File: src/rtl/fetch_ctrl_pkg.sv
// Shared definitions for the instruction fetch controller.
// Holds the default halt encoding, the fetch state enum, the queue
// entry layout and small PC arithmetic helpers.
package fetch_ctrl_pkg;

  // Encoding of the branch-to-self idiom that stops fetch.
  localparam logic [31:0] HALT_WORD_DEFAULT = 32'hEAFF_FFFE;

  // Sequential fetch stride and word-alignment mask.
  localparam logic [31:0] PC_STEP       = 32'h0000_0004;
  localparam logic [31:0] PC_ALIGN_MASK = 32'hFFFF_FFFC;

  typedef enum logic [0:0] {
    ST_RUN  = 1'b0,
    ST_HALT = 1'b1
  } fetch_state_e;

  typedef struct packed {
    logic [31:0] pc;
    logic [31:0] instr;
  } fetch_entry_t;

  // Next sequential fetch address; wraps modulo 2^32.
  function automatic logic [31:0] pc_plus4(input logic [31:0] pc);
    return pc + PC_STEP;
  endfunction

endpackage

File: src/rtl/fetch_queue.sv
// Circular FIFO of fetched {pc, instr} entries.
// Ports:
//   clk, rst_n        clock, synchronous active-low reset
//   flush             empties the queue (pointers and count to zero)
//   push, push_pc,
//   push_instr        write one entry at the write pointer
//   pop               retire the head entry (caller guarantees non-empty)
//   head_pc,
//   head_instr        entry at the read pointer
//   count, full,
//   empty             occupancy status
module fetch_queue
  import fetch_ctrl_pkg::*;
#(
  parameter int DEPTH = 2,
  localparam int PTR_W = $clog2(DEPTH),
  localparam int CNT_W = $clog2(DEPTH + 1)
) (
  input  logic             clk,
  input  logic             rst_n,
  input  logic             flush,
  input  logic             push,
  input  logic [31:0]      push_pc,
  input  logic [31:0]      push_instr,
  input  logic             pop,
  output logic [31:0]      head_pc,
  output logic [31:0]      head_instr,
  output logic [CNT_W-1:0] count,
  output logic             full,
  output logic             empty
);

  localparam logic [PTR_W-1:0] PTR_ONE = PTR_W'(1);
  localparam logic [CNT_W-1:0] CNT_ONE = CNT_W'(1);
  localparam logic [CNT_W-1:0] CNT_MAX = CNT_W'(DEPTH);

  fetch_entry_t     mem_r [DEPTH];
  logic [PTR_W-1:0] rd_ptr_r;
  logic [PTR_W-1:0] wr_ptr_r;
  logic [CNT_W-1:0] count_r;

  // Storage, pointers and occupancy; DEPTH is a power of two so the
  // pointers wrap naturally.  Simultaneous push/pop leaves count as is,
  // and a push while full is only issued together with a pop, in which
  // case the written slot is the one being retired.
  always_ff @(posedge clk) begin
    if (!rst_n) begin
      rd_ptr_r <= '0;
      wr_ptr_r <= '0;
      count_r  <= '0;
      for (int i = 0; i < DEPTH; i++) begin
        mem_r[i] <= '0;
      end
    end else if (flush) begin
      rd_ptr_r <= '0;
      wr_ptr_r <= '0;
      count_r  <= '0;
    end else begin
      if (push) begin
        mem_r[wr_ptr_r] <= fetch_entry_t'{pc: push_pc, instr: push_instr};
        wr_ptr_r        <= wr_ptr_r + PTR_ONE;
      end
      if (pop) begin
        rd_ptr_r <= rd_ptr_r + PTR_ONE;
      end
      case ({push, pop})
        2'b10:   count_r <= count_r + CNT_ONE;
        2'b01:   count_r <= count_r - CNT_ONE;
        default: count_r <= count_r;
      endcase
    end
  end

  assign head_pc    = mem_r[rd_ptr_r].pc;
  assign head_instr = mem_r[rd_ptr_r].instr;
  assign count      = count_r;
  assign full       = (count_r == CNT_MAX);
  assign empty      = (count_r == '0);

endmodule

File: src/rtl/fetch_ctrl.sv
// Instruction fetch controller.
// Owns the fetch PC, presents it to a combinational instruction memory
// every cycle and buffers fetched words in fetch_queue for decode.
// Ports:
//   CLK, RESET_N     clock, synchronous active-low reset
//   IMEM_A, IMEM_RD  fetch address / combinational instruction word
//   INSTR, INSTR_PC  head-of-queue instruction and its address
//   INSTR_VALID,
//   INSTR_READY      decode handshake
//   REDIRECT,
//   REDIRECT_PC      flush queue and restart fetch at a new address
//   HALTED           halt word consumed and queue drained
module fetch_ctrl
  import fetch_ctrl_pkg::*;
#(
  parameter int          DEPTH     = 2,
  parameter logic [31:0] RESET_PC  = 32'h0000_0000,
  parameter logic [31:0] HALT_WORD = HALT_WORD_DEFAULT
) (
  input  logic        CLK,
  input  logic        RESET_N,
  output logic [31:0] IMEM_A,
  input  logic [31:0] IMEM_RD,
  output logic [31:0] INSTR,
  output logic [31:0] INSTR_PC,
  output logic        INSTR_VALID,
  input  logic        INSTR_READY,
  input  logic        REDIRECT,
  input  logic [31:0] REDIRECT_PC,
  output logic        HALTED
);

  localparam int CNT_W = $clog2(DEPTH + 1);

  fetch_state_e     state_r;
  logic [31:0]      fpc_r;
  logic [CNT_W-1:0] q_count_s;
  logic             q_full_s;
  logic             q_empty_s;
  logic             valid_s;
  logic             pop_s;
  logic             push_s;

  // A redirect masks the head so a same-cycle pop is never seen by decode.
  assign valid_s = (q_count_s != '0) && !REDIRECT;
  assign pop_s   = valid_s && INSTR_READY;
  // A full queue still accepts a word when the head leaves in the same cycle.
  assign push_s  = (state_r == ST_RUN) && !REDIRECT && (!q_full_s || pop_s);

  fetch_queue #(
    .DEPTH (DEPTH)
  ) u_queue (
    .clk        (CLK),
    .rst_n      (RESET_N),
    .flush      (REDIRECT),
    .push       (push_s),
    .push_pc    (fpc_r),
    .push_instr (IMEM_RD),
    .pop        (pop_s),
    .head_pc    (INSTR_PC),
    .head_instr (INSTR),
    .count      (q_count_s),
    .full       (q_full_s),
    .empty      (q_empty_s)
  );

  // Fetch state machine and fetch PC; reset beats redirect, redirect
  // beats sequential fetch.  The halt word itself is enqueued, so the
  // PC still steps past it before fetch stops.
  always_ff @(posedge CLK) begin
    if (!RESET_N) begin
      state_r <= ST_RUN;
      fpc_r   <= RESET_PC;
    end else if (REDIRECT) begin
      state_r <= ST_RUN;
      fpc_r   <= REDIRECT_PC & PC_ALIGN_MASK;
    end else begin
      case (state_r)
        ST_RUN: begin
          if (push_s) begin
            fpc_r <= pc_plus4(fpc_r);
            if (IMEM_RD == HALT_WORD) begin
              state_r <= ST_HALT;
            end else begin
              state_r <= ST_RUN;
            end
          end else begin
            fpc_r <= fpc_r;
          end
        end
        ST_HALT: begin
          state_r <= ST_HALT;
          fpc_r   <= fpc_r;
        end
        default: begin
          state_r <= ST_RUN;
          fpc_r   <= fpc_r;
        end
      endcase
    end
  end

  assign IMEM_A      = fpc_r;
  assign INSTR_VALID = valid_s;
  assign HALTED      = (state_r == ST_HALT) && q_empty_s;

endmodule

File: config.mk
export PLATFORM = sky130hd
export DESIGN_NAME = fetch_ctrl
export DESIGN_NICKNAME = d
export VERILOG_FILES = /design/src/rtl/fetch_ctrl_pkg.sv /design/src/rtl/fetch_queue.sv /design/src/rtl/fetch_ctrl.sv
export SDC_FILE = /design/constraint.sdc
export NUM_CORES = 1
export LEC_CHECK = 0
export ABC_AREA = 1
export BUFFER_PORTS_ARGS = -buffer_cell sky130_fd_sc_hd__buf_4
export CAP_MARGIN = 20
export CORE_MARGIN = 8
export CORE_UTILIZATION = 32
export DETAILED_ROUTE_END_ITERATION = 8
export GPL_TIMING_DRIVEN = 0
export PLACE_DENSITY = 0.62
export SLEW_MARGIN = 25
export SYNTH_ARGS = -nofsm -noshare
export SYNTH_HDL_FRONTEND = slang
export SYNTH_HIERARCHICAL = 1
export SYNTH_SLANG_ARGS = --single-unit
File: constraint.sdc
create_clock -name CLK -period 4.67 [get_ports CLK]
set_clock_uncertainty 0.05 [all_clocks]
set_input_delay 0.467 -clock CLK [delete_from_list [all_inputs] [get_ports CLK]]
set_output_delay 0.467 -clock CLK [all_outputs]
set_load 0.1 [all_outputs]
==> flow_summary_export.csv <==
group,metric,value,unit
synthesis,synthDistinctLibCells,34,
synthesis,syn_area,8082,um^2
global_routing,grtUsageTotal,14.89,%
route,drtIter0Drc,483,
sta,slew_violations,0,
route,via_count,6311,
synthesis,synth_top_area_share,47.56,%
placement,place_ws,1327,ps
global_routing,grt_max_degree,45,
synthesis,synth_edf_count,128,
power_and_ir_drop,irDropWorstVdd,0.1915,mV
synthesis,synth_area_leaders,"edfxtp_1 (48%), dfxtp_1 (8.9%), mux2_2 (8.9%)",
global_routing,grt_pass1_wl,35520,um
worst_setup_path,crit_required,4730,ps
clock_tree,cts_max_path_buffers,2,
route,viasPerCell,4.586,
clock_tree,cts_setup_buffers,0,
sta,fin_ws,1605,ps
worst_setup_path,crit_type,"flop to flop",
clock_tree,post_cts_resized,0,
synthesis,yosys_warnings,6,
worst_setup_path,slowest_delay,460,ps
worst_setup_path,end_kind,"flop",
synthesis,async_reset_ff_share,0,%
synthesis,postSynthCellCount,848,
worst_setup_path,path_cells,"inv_1 -> nand2_1 -> nand3_2 -> nand2_4 -> nand3_2 -> inv_2 -> buf_4 -> nand3_1 -> buf_4 -> buf_6 -> nand2_4 -> buf_12",
synthesis,avgSynthCellArea,9.530,um^2
sta,hold_viol_final,0,
die,die_area,30600,um^2
flow_run,maxCapViolations,0,
finish,fin_nets,1103,
die,initial_core_util,32.37,%
clock_tree,cts_made_buffers,17,
worst_setup_path,cp.arrival,3130,ps
clock_tree,root_buffer,"clkbuf_16",
sta,fmaxAchievable,326.2,MHz
sta,fin_crit_sh,65.64,%
placement,io_buffers,161,
worst_setup_path,path_max_fanout,38,
synthesis,ys.flop_type,"edfxtp_1",
finish,antenna_cells,0,
finish,utilization,41.58,%
global_routing,grt_overflow,0,
die,die_w,174.9,um
synthesis,ys_seq_area_share,56.48,%
worst_hold_path,holdCritPathClass,"primary input to flop",
sta,worst_slew_pin_slew,658.0,ps
power_and_ir_drop,power_density,372.5,nW/um^2
clock_tree,cts_tree,"done",
status,outcome,"completed",
global_routing,grt_pass1_vias,6292,
synthesis,ys_ff_latch,164,
clock_tree,clk_latency,420,ps
sta,whs,273.0,ps
route,postRouteAntennaNets,0,
sta,relSlewSlack,56.13,%
clock_tree,clk_pin_slew,60,ps
sta,min_period,3065,ps
die,io_pins,166,
clock_tree,holdBufCountCts,0,
clock_tree,cts.sinks,164,
route,drt_wl_total,22710,um
sta,setup_violations,0,
power_and_ir_drop,power.leakage,4.402,nW
finish,synthToLayoutAreaGrowth,28.46,%
global_routing,antenna_found_initial,0,
worst_setup_path,crit_slowest_cell,"nand2_4",
die,placementRows,58,
placement,dp_hpwl,16910,um
clock_tree,htreeDepth,4,
placement,gp_congestion,0.8492,
synthesis,synth_top_cell_by_area,"edfxtp_1",
route,wl_per_cell,16.50,um
finish,drive_gt1_share,30.78,%
die,coreArea,24960,um^2
worst_setup_path,startpoint_type,"flop",
die,die_h,174.9,um
route,first_pass_iters,5,
sta,rsz0062_at_grt,"false",
route,drcViolationCount,0,
## layout make-up
class                      instances  area, um^2
tap                              330       412.9
buffer                            32       230.2
inverter                         133       501.7
clock inverter                    13       171.4
clock buffer                      19       432.9
timing repair buffer             163        1256
multi-input combinational        522        2811
sequential                       164        4564
fill                            2427       14580
## critical path, delay by kind of cell (launching register included)
| family | cells | cell delay (ps) |
|---|---|---|
| DFF | 1 | 410 |
| buffers and inverters | 6 | 1170 |
| and+or+nand+nor | 6 | 1090 |
## cells by family after synthesis
| family | synth area share (%) |
|---|---|
| xor gates and xnor gates | 1.192 |
| muxes | 8.918 |
| other | 0.04640 |
| AOI/OAI and AO/OA | 3.716 |
| and+or+nand+nor | 20.28 |
| DFF | 56.48 |
| adders and majority gates | 0.3096 |
| buffers and inverters | 9.057 |
## metal layers
layer  up-vias  track usage (%)  wire length (um)
met5         -                0                 0
met1      3012            19.27             10210
met2       182            24.27             10800
li1       3100                -                 -
met3        17            3.993              1402
met4         0            3.815               293
## Yosys cell counts, types with 3 or more instances
| library cell | instances |
|---|---|
| xor2_1 | 7 |
| nand3_1 | 41 |
| mux2_2 | 64 |
| nand2_4 | 3 |
| buf_6 | 11 |
| clkbuf_1 | 9 |
| nor3_1 | 3 |
| nor2_2 | 23 |
| o21ai_0 | 20 |
| xnor2_1 | 4 |
| nor2_1 | 167 |
| edfxtp_1 | 128 |
| dfxtp_1 | 36 |
| nand4_1 | 8 |
| buf_4 | 5 |
| a21oi_1 | 28 |
| o21ai_1 | 3 |
| nand2_1 | 130 |
| buf_2 | 7 |
| inv_1 | 127 |
| inv_2 | 5 |
## cells in the final DEF (no fill, tap or decap), types with 5 or more instances in the layout
| master | n |
|---|---|
| mux2_2 | 64 |
| nor2_1 | 167 |
| buf_6 | 11 |
| xor2_1 | 7 |
| nand4_1 | 8 |
| o21ai_0 | 20 |
| nand2_1 | 128 |
| clkinvlp_4 | 5 |
| buf_4 | 166 |
| clkbuf_16 | 17 |
| inv_1 | 127 |
| nor2_2 | 23 |
| clkbuf_1 | 11 |
| nand2_4 | 5 |
| inv_2 | 5 |
| a21oi_1 | 28 |
| buf_2 | 7 |
| nand3_1 | 41 |
| dfxtp_1 | 36 |
| edfxtp_1 | 128 |
## worst paths after layout
| kind | from | to | slack (ps) | cells after the start |
|---|---|---|---|---|
| max reg2reg | u_queue/count[0] | u_queue/mem_r[1][6] | 1600 | 12 |
| max | u_queue/count[0] | u_queue/mem_r[1][6] | 1600 | 12 |
| min | REDIRECT | u_queue/rd_ptr_r | 270 | 2 |
| min reg2reg | u_queue/wr_ptr_r | u_queue/wr_ptr_r | 440 | 2 |
## metrics by stage
step,TNS (ps),power (mW),instances,instance area (um^2)
floorplan,0,2.252,851,8093
global placement,-54170,2.453,1342,9714
detailed placement,0,2.459,1344,9777
CTS,0,3.906,1376,10380
global route,0,4.011,1376,10380
finish,0,3.867,1376,10380
## state kept, by name, indices dropped and copies added, names as in the netlist, named ones only
| register | cells |
|---|---|
| u_queue/mem_r | 128 |
| IMEM_A | 30 |
| u_queue/count | 2 |
| state_r | 1 |
| u_queue/rd_ptr_r | 1 |
| u_queue/wr_ptr_r | 1 |
## report_power, final
group	total (mW)	switching (mW)	internal, mW
sequential	1.69	0.0466	1.64
clock	1.45	0.596	0.849
combinational	0.731	0.558	0.173
No activity file was read; power rests on OpenSTA's default activity.
